===== config.mk =====
export PLATFORM = sky130hd
export DESIGN_NAME = nand_pair_sweeper
export DESIGN_NICKNAME = d
export VERILOG_FILES = /design/src/rtl/nand_pair_sweeper_pkg.sv /design/src/rtl/logic_golden.sv /design/src/rtl/nand_pair_sweeper.sv
export SDC_FILE = /design/constraint.sdc
export NUM_CORES = 1
export LEC_CHECK = 0
export ABC_AREA = 1
export CORE_UTILIZATION = 51
export CTS_BUF_LIST = sky130_fd_sc_hd__clkbuf_16
export DETAILED_ROUTE_END_ITERATION = 6
export PLACE_DENSITY = 0.87
export RECOVER_POWER = 25
export SLEW_MARGIN = 20
export SYNTH_ARGS = -nofsm -noshare
export SYNTH_HDL_FRONTEND = slang
export SYNTH_SLANG_ARGS = --single-unit

===== constraint.sdc =====
create_clock -name clk -period 2.35 [get_ports clk]
set_clock_uncertainty 0.2 [all_clocks]
set_input_delay 0.47 -clock clk [delete_from_list [all_inputs] [get_ports clk]]
set_output_delay 0.47 -clock clk [all_outputs]
set_load 0.01 [all_outputs]

===== src/rtl/nand_pair_sweeper_pkg.sv =====
// Shared definitions for the two-input datapath sweeper: golden op codes,
// sweeper state encoding and the vector count.
package nand_pair_sweeper_pkg;

  // Golden function select, latched from op_sel when a sweep is accepted.
  localparam logic [1:0] OP_NAND = 2'd0;
  localparam logic [1:0] OP_NOR  = 2'd1;
  localparam logic [1:0] OP_AND  = 2'd2;
  localparam logic [1:0] OP_OR   = 2'd3;

  // Number of {x,y} input combinations a sweep covers.
  localparam int NUM_VECTORS = 4;

  // Sweeper states.
  typedef enum logic [1:0] {
    ST_IDLE   = 2'd0,
    ST_DRIVE  = 2'd1,
    ST_SAMPLE = 2'd2,
    ST_DONE   = 2'd3
  } state_t;

endpackage : nand_pair_sweeper_pkg


===== src/rtl/logic_golden.sv =====
// Reference truth table for the two-input datapath: returns the expected
// output for the selected operation on the current {x,y} vector.
module logic_golden
  import nand_pair_sweeper_pkg::*;
(
  input  logic [1:0] op,
  input  logic       x,
  input  logic       y,
  output logic       g
);

  // Select the golden output for the requested operation.
  always_comb begin
    g = 1'b0;
    case (op)
      OP_NAND: g = ~(x & y);
      OP_NOR:  g = ~(x | y);
      OP_AND:  g = x & y;
      OP_OR:   g = x | y;
      default: g = 1'b0;
    endcase
  end

endmodule : logic_golden


===== src/rtl/nand_pair_sweeper.sv =====
// Self-checking sequencer for a pair of two-input logic implementations.
// Steps {x,y} through 00,01,10,11, holds each vector SETTLE cycles, samples
// both implementation outputs for one cycle and compares them against each
// other and against the golden function latched at start. Results are held
// until the next accepted start or reset.
module nand_pair_sweeper
  import nand_pair_sweeper_pkg::*;
#(
  parameter int SETTLE = 1
) (
  input  logic       clk,
  input  logic       rst_n,
  input  logic       start,
  input  logic [1:0] op_sel,
  input  logic       a,
  input  logic       b,
  output logic       x,
  output logic       y,
  output logic       busy,
  output logic       done,
  output logic       pass,
  output logic [2:0] mismatch_cnt,
  output logic       fail_seen,
  output logic [1:0] first_fail
);

  // Last value of the settle counter before moving to SAMPLE.
  localparam logic [3:0] SETTLE_LAST = 4'(SETTLE - 1);
  // Index of the final vector of a sweep.
  localparam logic [1:0] LAST_VEC    = 2'(NUM_VECTORS - 1);

  // Current register state.
  state_t     r_state;
  logic [1:0] r_op;
  logic [1:0] r_vec;
  logic [3:0] r_wait;
  logic       r_x;
  logic       r_y;
  logic       r_busy;
  logic       r_done;
  logic       r_pass;
  logic [2:0] r_cnt;
  logic       r_fail_seen;
  logic [1:0] r_first_fail;

  // Next-state values.
  state_t     w_state_nxt;
  logic [1:0] w_op_nxt;
  logic [1:0] w_vec_nxt;
  logic [3:0] w_wait_nxt;
  logic       w_x_nxt;
  logic       w_y_nxt;
  logic       w_busy_nxt;
  logic       w_done_nxt;
  logic       w_pass_nxt;
  logic [2:0] w_cnt_nxt;
  logic       w_fail_seen_nxt;
  logic [1:0] w_first_fail_nxt;

  // Comparison helpers.
  logic       w_golden;
  logic       w_fail;
  logic [1:0] w_vec_inc;
  logic [2:0] w_cnt_upd;

  logic_golden u_golden (
    .op (r_op),
    .x  (r_x),
    .y  (r_y),
    .g  (w_golden)
  );

  // A vector fails when the two implementations disagree or the gate-level
  // output disagrees with the golden value; only consumed in SAMPLE.
  always_comb begin
    w_fail    = (a != b) || (a != w_golden);
    w_vec_inc = r_vec + 2'd1;
    w_cnt_upd = r_cnt + {2'b00, w_fail};
  end

  // Next-state and next-output decode for the sweep FSM.
  always_comb begin
    w_state_nxt      = r_state;
    w_op_nxt         = r_op;
    w_vec_nxt        = r_vec;
    w_wait_nxt       = r_wait;
    w_x_nxt          = r_x;
    w_y_nxt          = r_y;
    w_busy_nxt       = r_busy;
    w_done_nxt       = 1'b0;
    w_pass_nxt       = r_pass;
    w_cnt_nxt        = r_cnt;
    w_fail_seen_nxt  = r_fail_seen;
    w_first_fail_nxt = r_first_fail;

    case (r_state)
      ST_IDLE: begin
        if (start) begin
          // Accept the sweep: latch the golden op and clear prior results.
          w_op_nxt         = op_sel;
          w_cnt_nxt        = 3'd0;
          w_fail_seen_nxt  = 1'b0;
          w_first_fail_nxt = 2'b00;
          w_pass_nxt       = 1'b0;
          w_vec_nxt        = 2'd0;
          w_x_nxt          = 1'b0;
          w_y_nxt          = 1'b0;
          w_wait_nxt       = 4'd0;
          w_busy_nxt       = 1'b1;
          w_state_nxt      = ST_DRIVE;
        end else begin
          w_state_nxt = ST_IDLE;
        end
      end

      ST_DRIVE: begin
        // Hold the vector steady so the datapath settles before sampling.
        if (r_wait == SETTLE_LAST) begin
          w_wait_nxt  = 4'd0;
          w_state_nxt = ST_SAMPLE;
        end else begin
          w_wait_nxt  = r_wait + 4'd1;
          w_state_nxt = ST_DRIVE;
        end
      end

      ST_SAMPLE: begin
        w_cnt_nxt = w_cnt_upd;
        if (w_fail && !r_fail_seen) begin
          w_fail_seen_nxt  = 1'b1;
          w_first_fail_nxt = r_vec;
        end else begin
          w_fail_seen_nxt  = r_fail_seen;
          w_first_fail_nxt = r_first_fail;
        end

        if (r_vec != LAST_VEC) begin
          w_vec_nxt            = w_vec_inc;
          {w_x_nxt, w_y_nxt}   = w_vec_inc;
          w_state_nxt          = ST_DRIVE;
        end else begin
          // Final vector: the verdict includes this cycle's comparison.
          w_done_nxt  = 1'b1;
          w_busy_nxt  = 1'b0;
          w_pass_nxt  = (w_cnt_upd == 3'd0);
          w_state_nxt = ST_DONE;
        end
      end

      ST_DONE: begin
        // One-cycle completion state; start is not sampled here.
        w_state_nxt = ST_IDLE;
      end

      default: begin
        w_busy_nxt  = 1'b0;
        w_state_nxt = ST_IDLE;
      end
    endcase
  end

  // State and result registers; reset aborts any sweep in progress.
  always_ff @(posedge clk or negedge rst_n) begin
    if (!rst_n) begin
      r_state      <= ST_IDLE;
      r_op         <= OP_NAND;
      r_vec        <= 2'd0;
      r_wait       <= 4'd0;
      r_x          <= 1'b0;
      r_y          <= 1'b0;
      r_busy       <= 1'b0;
      r_done       <= 1'b0;
      r_pass       <= 1'b0;
      r_cnt        <= 3'd0;
      r_fail_seen  <= 1'b0;
      r_first_fail <= 2'b00;
    end else begin
      r_state      <= w_state_nxt;
      r_op         <= w_op_nxt;
      r_vec        <= w_vec_nxt;
      r_wait       <= w_wait_nxt;
      r_x          <= w_x_nxt;
      r_y          <= w_y_nxt;
      r_busy       <= w_busy_nxt;
      r_done       <= w_done_nxt;
      r_pass       <= w_pass_nxt;
      r_cnt        <= w_cnt_nxt;
      r_fail_seen  <= w_fail_seen_nxt;
      r_first_fail <= w_first_fail_nxt;
    end
  end

  assign x            = r_x;
  assign y            = r_y;
  assign busy         = r_busy;
  assign done         = r_done;
  assign pass         = r_pass;
  assign mismatch_cnt = r_cnt;
  assign fail_seen    = r_fail_seen;
  assign first_fail   = r_first_fail;

endmodule : nand_pair_sweeper


Word level (Yosys, flattened, before mapping)
Cells that the tools add are included.
{ "totals": {"n_memories": 0, "latch_bits": 0, "mem_bits_ro": 0, "register_bits": 21, "mem_bits_rw": 0} }
{ "op_classes": {"shift": 0, "muxes": 29, "reduce_logical": 15, "n_lt_le_gt_ge": 0, "n_eq_ne": 13, "mul": 0, "n_addsub": 3, "n_div": 0, "bitwise": 4} }
{ "ops": {"columns": ["cell", "n"], "rows": [
  ["2-to-1 mux 1 bit", 10],
  ["2-to-1 mux 2 bit", 5],
  ["!= test 2 bit, second input constant", 5],
  ["one-hot mux 1 bit (2 select lines)", 5],
  ["AND reduction 3 bit", 3],
  ["equality test 2 bit, second input constant", 4],
  ["2-to-1 mux 4 bit", 2],
  ["one-hot mux 2 bit (2 select lines)", 2],
  ["one-hot mux 2 bit (4 select lines)", 1],
  ["one-hot mux 4 bit (2 select lines)", 1],
  ["one-hot mux 3 bit (2 select lines)", 1],
  ["AND reduction 2 bit", 3],
  ["adder 4 x 1 -> 4 bit, second input constant", 1],
  ["equality test 2 x 1 -> 1 bit, second input constant", 2],
  ["logical NOT 2 bit", 2],
  ["logical NOT 4 bit", 1],
  ["one-hot mux 1 bit (4 select lines)", 1],
  ["nonzero test 2 bit", 2],
  ["adder 3 x 1 -> 3 bit", 1],
  ["logical NOT 3 bit", 1],
  ["2-to-1 mux 3 bit", 1],
  ["adder 2 x 1 -> 2 bit, second input constant", 1],
  ["!= test 1 bit", 2],
  ["NOT 1 bit", 2],
  ["other kinds (5)", 5]
]} }

Logic depth before layout (Yosys ltp)
{ "depth": {"word_depth": 9, "mapped_depth": 15} }

Cells and area by module
A second synthesis with hierarchy kept.
{ "unflattened": {"hier_cells": 114, "hier_area_um2": 973.4} }
{ "by_module_without_submodules": {"columns": ["mod", "n_inst", "area_each_um2", "cells_each"], "rows": [
  ["nand_pair_sweeper", 1, 925.9, 103],
  ["logic_golden", 1, 47.5, 11]
]} }

Worst setup path after synthesis
Ideal clock, no wire load.
{ "synth_timing": {"kind": "reg2reg", "from": "reg r_vec[0]", "to": "reg r_pass, in the netlist pass", "period_less_slack_ns": 2.122, "stages_incl_launch_ff": 14, "setup_ns": 0.065, "arrival_ns": 1.857, "setup_slack_ns": 0.228, "path_cell_list": "dfrtp_1 -> inv_1 -> ha_1 -> nand2_1 -> nand3_2 -> nand2_2 -> nand2_2 -> nand2_1 -> inv_1 -> ha_1 -> ha_1 -> nor3_1 -> nand3_1 -> nand2_1"} }
{ "synth_via": {"elab_chain_len": 3} }
{ "synth_rtl": {"columns": ["element", "line_no", "source"], "rows": [
  ["start: declaration", "nand_pair_sweeper.sv:35", "logic [1:0] r_vec;"],
  ["start signal: assignment", "nand_pair_sweeper.sv:180", "r_vec <= w_vec_nxt;"],
  ["!= test 2 bit", "nand_pair_sweeper.sv:137", "if (r_vec != LAST_VEC) begin"],
  ["!= test 2 bit (no source line)", null, null],
  ["AND reduction 3 bit (no source line)", null, null],
  ["end signal: assignment", "nand_pair_sweeper.sv:186", "r_pass <= w_pass_nxt;"],
  ["end: declaration", "nand_pair_sweeper.sv:41", "logic r_pass;"]
]} }
No other way between the ends.
A chain may end at the register's enable or synchronous reset.

Worst setup path in the final report
Ends and elaborated chain as after synthesis.

==> impl_metrics.toml <==
[outcome]
status = "finished, final reports clean"

[routing]
routed_wl_mm = 2.11
drc = 0
first_pass_iters = 4
wl_per_cell_um = 13.0
vias = 845
antenna_left = 0
first_iter_violations = 28
viasPerCell = 5.22

[die]
initial_utilization = 0.568
core_sq_um = 1800
io_pins = 18
rows = 15
die_h_um = 46.8
die_width_um = 46.8
fp.dieArea_sq_um = 2190

[sta]
finalHoldViolCount = 0
period_share = 0.950
period_minus_slack_ps = 2230
setup_viol = 0
setup_tns_ps = 0
finalMaxSlewViolations = 0
fmax_mhz = 448
timing.hold.ws_ps = 273
worstMarginPinSlew_ps = 1060
slew_headroom = 0.295

[cells_and_area]
multiInputGateArea_sq_um = 473
fin_nets = 152
drive_gt1_frac = 0.197
finalNonFillerCells = 162
antenna_cells = 0
nFillCells = 140
final_area_sq_um = 1320
area_delta_synth_final_pct = 28.6
seqCellArea_sq_um = 478

[power]
ir_drop_uv = 684
powerDensity_nw_per_um2 = 1140
power_mw = 1.50
power.leakage_nw = 0.676

[global_routing]
grt_pass1_wl_mm = 3.53
grtUsageTotal = 0.231
grt_pass1_vias = 844
grt_max_degree = 20
antenna_found_initial = 0
grt_overflow = 0

[critical_path]
worst_setup_path_start_kind = "flop"
path_buf_inv = 3
cp_max_fo = 5
worstSetupPathType = "reg2reg"
slowest_delay_ps = 440
path_cells = "inv_2, ha_2, inv_1, nand2_1, nand3_2, nand2_2, nand2_2, nand2_1, inv_1, ha_1, ha_1, nor3_1, nand3_1, nand2_1"
cp-end-kind = "flop"
path_delay_family = "simple AND/OR/NAND/NOR gates"
worst_path_most_repeated_cell = "nand2_1"
cp_data_arrival_time_ps = 2220
critical_path_required_ps = 2340
cp_slowest_cell = "dfrtp_2"

[clocking]
cts_tree = "done"
cts_max_path_buffers = 2
insertion_delay_ps = 250
cts_buffers = 3
hold_buffers = 0
clkSinkCount = 19
clock-root-buffer = "clkbuf_16"
htreeDepth = 1
clkTransAtPathRegs_ps = 50

[placed_design]
dpl_cell_area_sq_um = 1230
gp_congestion = 0.825
io_buffer_count = 17
hpwlAfterDp_mm = 1.50
dp_cells = 157

[synthesis]
yosysWarnings = 0
synth.cell_area_sq_um = 1020
mappedNetlistNets = 128
yosysUniqueCellTypes = 22
seq_area_frac_synth = 0.465
synth.avg_cell_area_sq_um = 8.98
synth.largest_area_cell = "dfrtp_1"
synth_top_area_frac = 0.465
ys_ff_latch = 19
synth_area_leaders = "dfrtp_1 46%, nand2_1 8.8%, ha_1 8.6%"
synth_cells = 114

[hold_path]
hp-class = "reg2reg"

[run]
cap_violations = 0
==> cell usage after synthesis <==
library cell / number
nand2_1: 24
dfrtp_1: 19
inv_1: 14
nand3_1: 9
ha_1: 7
nor2_1: 7
o21ai_0: 5
nand2_2: 4
nand3_2: 4
o21ai_1: 3
a21oi_1: 2
inv_2: 2
nand2_4: 2
nand4_1: 2
nor2_2: 2
xor2_1: 2
buf_6: 1
inv_4: 1
nor2_4: 1
nor3_1: 1
o32ai_2: 1
xnor2_1: 1
==> cells by family (layout without fill, tap and decap cells) <==
| family | count (synthesis) | count (layout) | share of synthesized area |
|---|---|---|---|
| AOI/OAI and AO/OA | 11 | 11 | 0.0648 |
| xor gates and xnor gates | 3 | 3 | 0.0257 |
| adders and majority gates | 7 | 7 | 0.0856 |
| buffers and inverters | 18 | 41 | 0.0758 |
| DFF | 19 | 19 | 0.465 |
| and+or+nand+nor | 56 | 56 | 0.284 |
==> stage by stage <==
stage,util,setup slack (ps)
6_report,0.731,117
5_1_grt,0.731,-0.163
4_1_cts,0.726,29.5
3_5_place_dp,0.682,56.0
3_3_place_gp,0.682,67.4
2_1_floorplan,-,228
==> cell usage in the layout, fill, tap and decap left out, types with 2 or more instances in the layout <==
cell type,Yosys,final
buf_4,0,2
nand2_4,2,2
clkbuf_16,0,3
dfrtp_2,0,2
nand2_2,4,4
xor2_1,2,2
nand3_2,4,4
nand4_1,2,2
inv_1,14,13
nand2_1,24,24
ha_1,7,6
clkdlybuf4s50_1,0,16
nor2_2,2,2
a21oi_1,2,2
dfrtp_1,19,17
nand3_1,9,9
nor2_1,7,7
inv_2,2,4
o21ai_0,5,4
o21ai_1,3,4
==> flip-flops by register name, indices dropped and copies added, names as in the netlist <==
signal        flops
r_wait            4
r_state           2
mismatch_cnt      3
first_fail        2
busy              1
pass              1
done              1
r_vec             2
fail_seen         1
r_op              2
==> worst min-delay path: cells and delay by family, from the launching register on <==
family / cells / cell delay (ps)
AND/OR/NAND/NOR: 2 / 90
flip-flops: 1 / 340
==> per-layer routing <==
metal	GRT usage	wire, um	part of all wire
met1	0.292	955	0.45
met2	0.389	1040	0.49
met3	0.0385	76	0.036
met4	0.103	40	0.019
met5	0	0	0
==> layout make-up <==
type,count,share of cell area
clock buffers,3,0.0570
clock inverters,1,0.00285
inverters,17,0.0504
multi-input cells,77,0.359
flip-flops and latches,19,0.363
well taps,25,0.0238
repair buffers,20,0.144
==> power by group <==
| part | total [mW] | internal [mW] | switching (mW) |
|---|---|---|---|
| clock | 0.341 | 0.226 | 0.115 |
| sequential | 0.515 | 0.427 | 0.0881 |
| combinational | 0.643 | 0.279 | 0.365 |
| total | 1.50 | 0.931 | 0.568 |
==> final timing paths <==
check                      cells past startpoint  slack, ps                  from                     to
max reg2reg                                   14        120  r_vec[0]$_DFFE_PN0P_       pass$_DFFE_PN0P_
max in group asynchronous                      2        520                 rst_n   r_vec[0]$_DFFE_PN0P_
max                                           14        120  r_vec[0]$_DFFE_PN0P_       pass$_DFFE_PN0P_
min in group asynchronous                      2        720                 rst_n  r_wait[2]$_DFFE_PN0P_
min                                            2        270      busy$_DFFE_PN0P_       busy$_DFFE_PN0P_
min reg2reg                                    2        270      busy$_DFFE_PN0P_       busy$_DFFE_PN0P_
==> repair_timing <==
action                                  CTS  global route
endpoints found under the setup margin    0             2
buffers inserted                          0             1
gates resized for setup                   0             6
Power figures use the tool's default switching activity.
